--- src/rtl/exception_ctrl_pkg.sv ---
// Shared CPU definitions for the exception controller: exception flag
// vector, ExcCode values, CP0 register addresses and FSM state encoding.
package exception_ctrl_pkg;

    localparam int unsigned XLEN   = 32;
    localparam int unsigned REG_AW = 5;
    localparam int unsigned CODE_W = 5;

    // ExcCode values written to Cause.ExcCode on exception entry
    localparam logic [CODE_W-1:0] EXC_INT  = 5'd0;
    localparam logic [CODE_W-1:0] EXC_ADEL = 5'd4;
    localparam logic [CODE_W-1:0] EXC_ADES = 5'd5;
    localparam logic [CODE_W-1:0] EXC_SYS  = 5'd8;
    localparam logic [CODE_W-1:0] EXC_BP   = 5'd9;
    localparam logic [CODE_W-1:0] EXC_RI   = 5'd10;
    localparam logic [CODE_W-1:0] EXC_OV   = 5'd12;

    // CP0 register numbers
    localparam logic [REG_AW-1:0] CP0_STATUS = 5'd12;
    localparam logic [REG_AW-1:0] CP0_CAUSE  = 5'd13;
    localparam logic [REG_AW-1:0] CP0_EPC    = 5'd14;

    // Status bit positions
    localparam int unsigned STATUS_IE  = 0;
    localparam int unsigned STATUS_EXL = 1;

    // Exception flags collected down the pipe for the MEM-stage instruction
    typedef struct packed {
        logic adel_if;   // fetch address error
        logic ri;        // reserved instruction
        logic sys;       // syscall
        logic bp;        // break
        logic ov;        // arithmetic overflow
        logic ades;      // store address error
        logic adel_dat;  // load address error
        logic eret;      // exception return
    } exc_vec_t;

    typedef enum logic [1:0] {
        ST_IDLE     = 2'd0,
        ST_FLUSH    = 2'd1,
        ST_REDIRECT = 2'd2
    } exc_state_e;

endpackage

--- src/rtl/exception_ctrl_fwd_mux.sv ---
// cp0_fwd_mux: picks the youngest pending CP0 write to one register,
// falling back to the architectural value when nothing matches.
module cp0_fwd_mux
    import exception_ctrl_pkg::*;
#(
    parameter int unsigned       FWD_DEPTH = 2,
    parameter logic [REG_AW-1:0] ADDR      = CP0_STATUS
) (
    input  logic [FWD_DEPTH-1:0]             fwd_wr_i,
    input  logic [FWD_DEPTH-1:0][REG_AW-1:0] fwd_addr_i,
    input  logic [FWD_DEPTH-1:0][XLEN-1:0]   fwd_data_i,
    input  logic [XLEN-1:0]                  arch_i,
    output logic [XLEN-1:0]                  eff_c_o
);

    // Scan oldest to youngest so index 0 (youngest) has the final say
    always_comb begin
        eff_c_o = arch_i;
        for (int i = int'(FWD_DEPTH) - 1; i >= 0; i--) begin
            if (fwd_wr_i[i] && (fwd_addr_i[i] == ADDR)) begin
                eff_c_o = fwd_data_i[i];
            end
        end
    end

endmodule

--- src/rtl/exception_ctrl.sv ---
// exception_ctrl: resolves MEM-stage exceptions/interrupts/ERET, kills the
// instruction, flushes the pipe, commits CP0 entry state and redirects fetch.
// Optional macro EXC_INT_SYNC_EN adds a 2-flop synchronizer on hw_int_i.
module exception_ctrl
    import exception_ctrl_pkg::*;
#(
    parameter int unsigned     NUM_HWINT  = 6,
    parameter int unsigned     FWD_DEPTH  = 2,
    parameter logic [XLEN-1:0] EXC_VECTOR = 32'hBFC00380
) (
    input  logic                             clk,
    input  logic                             rst,
    input  logic [NUM_HWINT-1:0]             hw_int_i,
    input  logic                             mem_valid_i,
    input  logic [XLEN-1:0]                  mem_pc_i,
    input  logic                             mem_bd_i,
    input  exc_vec_t                         mem_exc_i,
    input  logic [XLEN-1:0]                  cp0_status_i,
    input  logic [XLEN-1:0]                  cp0_cause_i,
    input  logic [XLEN-1:0]                  cp0_epc_i,
    input  logic [FWD_DEPTH-1:0]             fwd_wr_i,
    input  logic [FWD_DEPTH-1:0][REG_AW-1:0] fwd_addr_i,
    input  logic [FWD_DEPTH-1:0][XLEN-1:0]   fwd_data_i,
    output logic                             kill_o,
    output logic                             flush_o,
    output logic                             redirect_valid_o,
    output logic [XLEN-1:0]                  redirect_pc_o,
    input  logic                             redirect_ready_i,
    output logic                             commit_o,
    output logic [CODE_W-1:0]                commit_code_o,
    output logic [XLEN-1:0]                  commit_epc_o,
    output logic                             commit_bd_o,
    output logic                             eret_o,
    output logic                             busy_o
);

    exc_state_e          state_q, state_d;
    logic [XLEN-1:0]     status_c, cause_fwd_c, epc_c;
    logic [NUM_HWINT-1:0] hw_int_c;
    logic [7:0]          ip_c;
    logic                int_pend_c, evt_c, is_eret_c, resolve_c;
    logic [CODE_W-1:0]   code_c;
    logic                flush_d, commit_d, eret_d, rv_d, busy_d, bd_d;
    logic                flush_q, commit_q, eret_q, rv_q, busy_q, bd_q;
    logic [CODE_W-1:0]   code_d, code_q;
    logic [XLEN-1:0]     epc_d, epc_q, rpc_d, rpc_q;
    logic                unused_c;

    cp0_fwd_mux #(.FWD_DEPTH(FWD_DEPTH), .ADDR(CP0_STATUS)) u_fwd_status (
        .fwd_wr_i(fwd_wr_i), .fwd_addr_i(fwd_addr_i), .fwd_data_i(fwd_data_i),
        .arch_i(cp0_status_i), .eff_c_o(status_c)
    );
    cp0_fwd_mux #(.FWD_DEPTH(FWD_DEPTH), .ADDR(CP0_CAUSE)) u_fwd_cause (
        .fwd_wr_i(fwd_wr_i), .fwd_addr_i(fwd_addr_i), .fwd_data_i(fwd_data_i),
        .arch_i(cp0_cause_i), .eff_c_o(cause_fwd_c)
    );
    cp0_fwd_mux #(.FWD_DEPTH(FWD_DEPTH), .ADDR(CP0_EPC)) u_fwd_epc (
        .fwd_wr_i(fwd_wr_i), .fwd_addr_i(fwd_addr_i), .fwd_data_i(fwd_data_i),
        .arch_i(cp0_epc_i), .eff_c_o(epc_c)
    );

`ifdef EXC_INT_SYNC_EN
    logic [NUM_HWINT-1:0] sync1_q, sync2_q;

    // Two-flop synchronizer for asynchronous interrupt lines
    always_ff @(posedge clk or posedge rst) begin
        if (rst) begin
            sync1_q <= '0;
            sync2_q <= '0;
        end else begin
            sync1_q <= hw_int_i;
            sync2_q <= sync1_q;
        end
    end
    assign hw_int_c = sync2_q;
`else
    assign hw_int_c = hw_int_i;
`endif

    // Effective Cause.IP: software bits may be forwarded, hardware bits come from the pins
    always_comb begin
        ip_c = {cp0_cause_i[15:10], cause_fwd_c[9:8]};
        ip_c[2 +: NUM_HWINT] = hw_int_c;
    end

    assign int_pend_c = ((ip_c & status_c[15:8]) != 8'd0) &&
                        !status_c[STATUS_EXL] && status_c[STATUS_IE];

    // Fixed priority event selection
    always_comb begin
        evt_c     = 1'b1;
        is_eret_c = 1'b0;
        code_c    = EXC_INT;
        if (int_pend_c)                code_c = EXC_INT;
        else if (mem_exc_i.adel_if)    code_c = EXC_ADEL;
        else if (mem_exc_i.ri)         code_c = EXC_RI;
        else if (mem_exc_i.sys)        code_c = EXC_SYS;
        else if (mem_exc_i.bp)         code_c = EXC_BP;
        else if (mem_exc_i.ov)         code_c = EXC_OV;
        else if (mem_exc_i.ades)       code_c = EXC_ADES;
        else if (mem_exc_i.adel_dat)   code_c = EXC_ADEL;
        else if (mem_exc_i.eret)       is_eret_c = 1'b1;
        else                           evt_c = 1'b0;
    end

    assign resolve_c = (state_q == ST_IDLE) && mem_valid_i && evt_c && !rst;
    assign kill_o    = resolve_c;

    // Next state and next values of the registered outputs
    always_comb begin
        state_d  = state_q;
        code_d   = code_q;
        epc_d    = epc_q;
        bd_d     = bd_q;
        rpc_d    = rpc_q;
        unique case (state_q)
            ST_IDLE:     if (resolve_c) state_d = ST_FLUSH;
            ST_FLUSH:    state_d = ST_REDIRECT;
            ST_REDIRECT: if (redirect_ready_i) state_d = ST_IDLE;
            default:     state_d = ST_IDLE;
        endcase
        flush_d  = resolve_c;
        commit_d = resolve_c && !is_eret_c;
        eret_d   = resolve_c && is_eret_c;
        rv_d     = (state_d == ST_REDIRECT);
        busy_d   = (state_d != ST_IDLE);
        if (resolve_c) begin
            code_d = code_c;
            epc_d  = mem_bd_i ? (mem_pc_i - XLEN'(4)) : mem_pc_i;
            bd_d   = mem_bd_i;
            rpc_d  = is_eret_c ? epc_c : EXC_VECTOR;
        end
    end

    // State and output registers
    always_ff @(posedge clk or posedge rst) begin
        if (rst) begin
            state_q  <= ST_IDLE;
            flush_q  <= 1'b0;
            commit_q <= 1'b0;
            eret_q   <= 1'b0;
            rv_q     <= 1'b0;
            busy_q   <= 1'b0;
            code_q   <= '0;
            epc_q    <= '0;
            bd_q     <= 1'b0;
            rpc_q    <= '0;
        end else begin
            state_q  <= state_d;
            flush_q  <= flush_d;
            commit_q <= commit_d;
            eret_q   <= eret_d;
            rv_q     <= rv_d;
            busy_q   <= busy_d;
            code_q   <= code_d;
            epc_q    <= epc_d;
            bd_q     <= bd_d;
            rpc_q    <= rpc_d;
        end
    end

    assign flush_o          = flush_q;
    assign commit_o         = commit_q;
    assign eret_o           = eret_q;
    assign redirect_valid_o = rv_q;
    assign busy_o           = busy_q;
    assign commit_code_o    = code_q;
    assign commit_epc_o     = epc_q;
    assign commit_bd_o      = bd_q;
    assign redirect_pc_o    = rpc_q;

    assign unused_c = ^{status_c[31:16], status_c[7:2], cp0_cause_i[31:16], cp0_cause_i[9:0],
                        cause_fwd_c[31:10], cause_fwd_c[7:0]};

endmodule

--- config.mk ---
export PLATFORM = sky130hd
export DESIGN_NAME = exception_ctrl
export DESIGN_NICKNAME = d
export VERILOG_FILES = /design/src/rtl/exception_ctrl_pkg.sv /design/src/rtl/exception_ctrl_fwd_mux.sv /design/src/rtl/exception_ctrl.sv
export SDC_FILE = /design/constraint.sdc
export NUM_CORES = 1
export LEC_CHECK = 0
export CORE_MARGIN = 3
export CORE_UTILIZATION = 37
export DETAILED_ROUTE_END_ITERATION = 7
export MAX_ROUTING_LAYER = met4
export PLACE_DENSITY = 0.82
export SLEW_MARGIN = 20
export SYNTH_ARGS = -nofsm -noshare
export SYNTH_HDL_FRONTEND = slang
export SYNTH_SLANG_ARGS = --single-unit
--- constraint.sdc ---
create_clock -name clk -period 2.45 [get_ports clk]
set_input_delay 0.245 -clock clk [delete_from_list [all_inputs] [get_ports clk]]
set_output_delay 0.245 -clock clk [all_outputs]
set_load 0.03 [all_outputs]
==> flow_metrics.tcl <==
set metrics [dict create \
    synth_top_family_by_area "simple AND/OR/NAND/NOR gates" \
    antenna_found_initial 1 \
    clock_latency_ps 330 \
    cpMaxStageDelayCell "or2_1" \
    fin_tns_setup_ps -20.82 \
    setup_viol 1 \
    die_x_um 117.7 \
    synth-main-ff-cell "dfrtp_1" \
    synthToLayoutAreaGrowth_pct 79.85 \
    total_power_mw 4.759 \
    crit_chain "dlygate4sd2_1, or2_1, or2_1, buf_4, a211oi_2, buf_4, a41oi_4, o31ai_4, inv_2, buf_12, buf_8" \
    grt_max_degree 77 \
    post-place-ws_ps -508.6 \
    port_buffers 245 \
    place.gp.congestion 0.9158 \
    dieArea_um2 13860 \
    cpPeakStageDelay_ps 290 \
    grt_pass1_wl_mm 26.68 \
    worstPathMaxFanout 5 \
    status "complete, but fails checks" \
    synthTopCellsByArea "dfrtp_1 41%, mux2_4 12%, nand2_1 5.9%, a22o_1 3.8%, xor2_1 3.6%" \
    clock-sinks 76 \
    netlist_instances 463 \
    violations "negative setup slack" \
    via_per_inst 5.111 \
    synthArstFlopShare_pct 100.0 \
    io_pins 299 \
    grt_overflow_total 0 \
    cts_root_buf "clkbuf_16" \
    powerDensity_nw_per_um2 572.8 \
    drive_gt1_share_pct 23.51 \
    nets 993 \
    synth.mux.area_fraction_pct 13.19 \
    fmax_mhz 404.7 \
    ctsHoldBuffers 0 \
    synth_nets 687 \
    rows 40 \
    post-route-drc-count 0 \
    yosysWarnings 0 \
    worst-path-buf-inv 6 \
    synth_xor_area_share_pct 5.498 \
    netlist.area_leader.share_pct 41.17 \
    hpwl_mm 12.55 \
    yosysMostFrequentCell "dfrtp_1" \
    ant_nets 0 \
    final_core_utilization_pct 68.60 \
    crit_path_end_kind "output port" \
    seq_area_frac_synth_pct 41.17 \
    yosysUniqueCellTypes 56 \
    synth_compound_area_share_pct 15.90 \
    p_leak_nw 3.624 \
    cts_buffers 9 \
    synth_common_cells "76 x dfrtp_1, 72 x nand2_1, 37 x mux2_4, 36 x nor2_1" \
    cts_tree "built" \
    clk_pin_slew_ps 60 \
    min_path_type "in -> async" \
    drt_iter0_drc 290 \
    first_pass_iters 4 \
    htreeDepth 3 \
    dr_total_vias 4820 \
    start_kind "input pin" \
    setup_ws_ps -20.82 \
    peakVddDrop_mv 0.4105 \
    fin_crit_ps 2471 \
    start_util_pct 38.14 \
    yosys.area_share.simple_pct 19.91 \
    clk_path_buf_depth 2 \
    core_area_um2 12110 \
    max_cap_viol_count 0 \
    wl_mm 16.77 \
    critPathTopFamily "buffers and inverters" \
    post-route-period-util_pct 100.8 \
    grtUsageTotal_pct 24.46 \
    yosysTopAreaCell "dfrtp_1" \
    synth-adder-area-share_pct 0.2709 \
    criticalPathCategory "in -> out" \
    required_ps 2200 \
    synth-seq-cells 76 \
    syn_area_um2 4619 \
    nFillCells 922 \
    skew_ps 6.880 \
    wire_per_inst_um 17.78 \
    rsz0062_at_grt "true" \
    hold_ws_ps 366.5 \
    grt_pass1_vias 5095 \
    die_y_um 117.7 \
    synth_area_per_cell_um2 9.977 \
    synth-edff-count 0 \
    arrival_ps 2230 \
    report.final.slew_viol_count 0 \
    hold_violations 0 \
]
[sequential cells by signal (all words and copies together) (netlist names)]
signal / flops
commit_epc_o: 32
commit_bd_o: 1
state_q: 2
flush_o: 1
commit_code_o: 4
eret_o: 1
commit_o: 1
busy_o: 1
redirect_pc_o: 32
redirect_valid_o: 1
[worst min-delay path: cells and delay by family]
| kind | cells | cell delay [ps] |
|---|---|---|
| buffers and inverters | 3 | 870 |
[power by group]
part | switching [mW] | leakage [nW] | total, mW | internal, mW
clock network | 0.541 | 0.170 | 1.54 | 1.00
logic | 0.764 | 2.54 | 1.67 | 0.909
registers | 0.110 | 0.915 | 1.54 | 1.43
total | 1.41 | 3.62 | 4.76 | 3.34
[routing by layer]
layer  vias to the layer above  track usage [%]  wire, µm
met3                        36            6.247      1281
met5                         -                -         0
met2                       228            41.07      8348
met4                         0            8.278       435
met1                      2267            28.67      6703
li1                       2289                -         -
[cell usage in the layout, fill, tap and decap left out, drive strengths merged, types with 8 or more instances in the layout]
cell and n:
buf 83, xnor2 10, xor2 19, nand2 74
nor4 8, dlymetal6s2s 9, mux2 40, a21oi 8
a2bb2oi 12, a22o 20, clkdlybuf4s50 221, a31oi 22
nand3 16, nor2 36, nor3 14, o21ai 22
dfrtp 76, clkbuf 12, inv 9
[kinds of logic after synthesis]
logic type	Yosys count
fa+ha+maj	1
other cells	1
xor+xnor	29
flops	76
simple gates	180
compound gates	99
buf+inv	35
mux	42
[cell type report]
type                    count  area [µm²]  share of cell area [%]
inverters                   8       31.28                  0.3765
repair buffers            322        3118                   37.53
clock buffers               9       225.2                   2.711
diodes                      1       2.502                 0.03012
well taps                 168       210.2                   2.530
clock inverters             7       121.4                   1.461
flip-flops and latches     76        1902                   22.89
multi-input cells         352        2698                   32.47
[per-stage QoR]
step                cells  area [µm²]
floorplan             463        4633
global placement      916        7719
detailed placement    916        7719
CTS                   937        8214
global route          943        8308
finish                943        8308
[worst paths after layout]
check	start	cells after the start	to	slack [ps]
max	fwd_addr_i[0]	11	kill_o	-20
min	rst	3	busy_o$_DFF_PP0_	370
max reg2reg	state_q[1]$_DFF_PP0_	7	commit_code_o[3]$_DFFE_PP0P_	580
min reg2reg	redirect_pc_o[19]$_DFFE_PP0P_	1	redirect_pc_o[19]$_DFFE_PP0P_	500
max in group asynchronous	rst	3	redirect_pc_o[9]$_DFFE_PP0P_	1740
min in group clk	mem_pc_i[12]	4	commit_epc_o[12]$_DFFE_PP0P_	430
[what timing repair did]
item / CTS / global route
pin swaps: 19 / 20
gates cloned: 1 / 0
resized for setup: 57 / 30
endpoints found under the setup margin: 70 / 50
setup buffers: 4 / 5
Power figures use the tool's default switching activity.
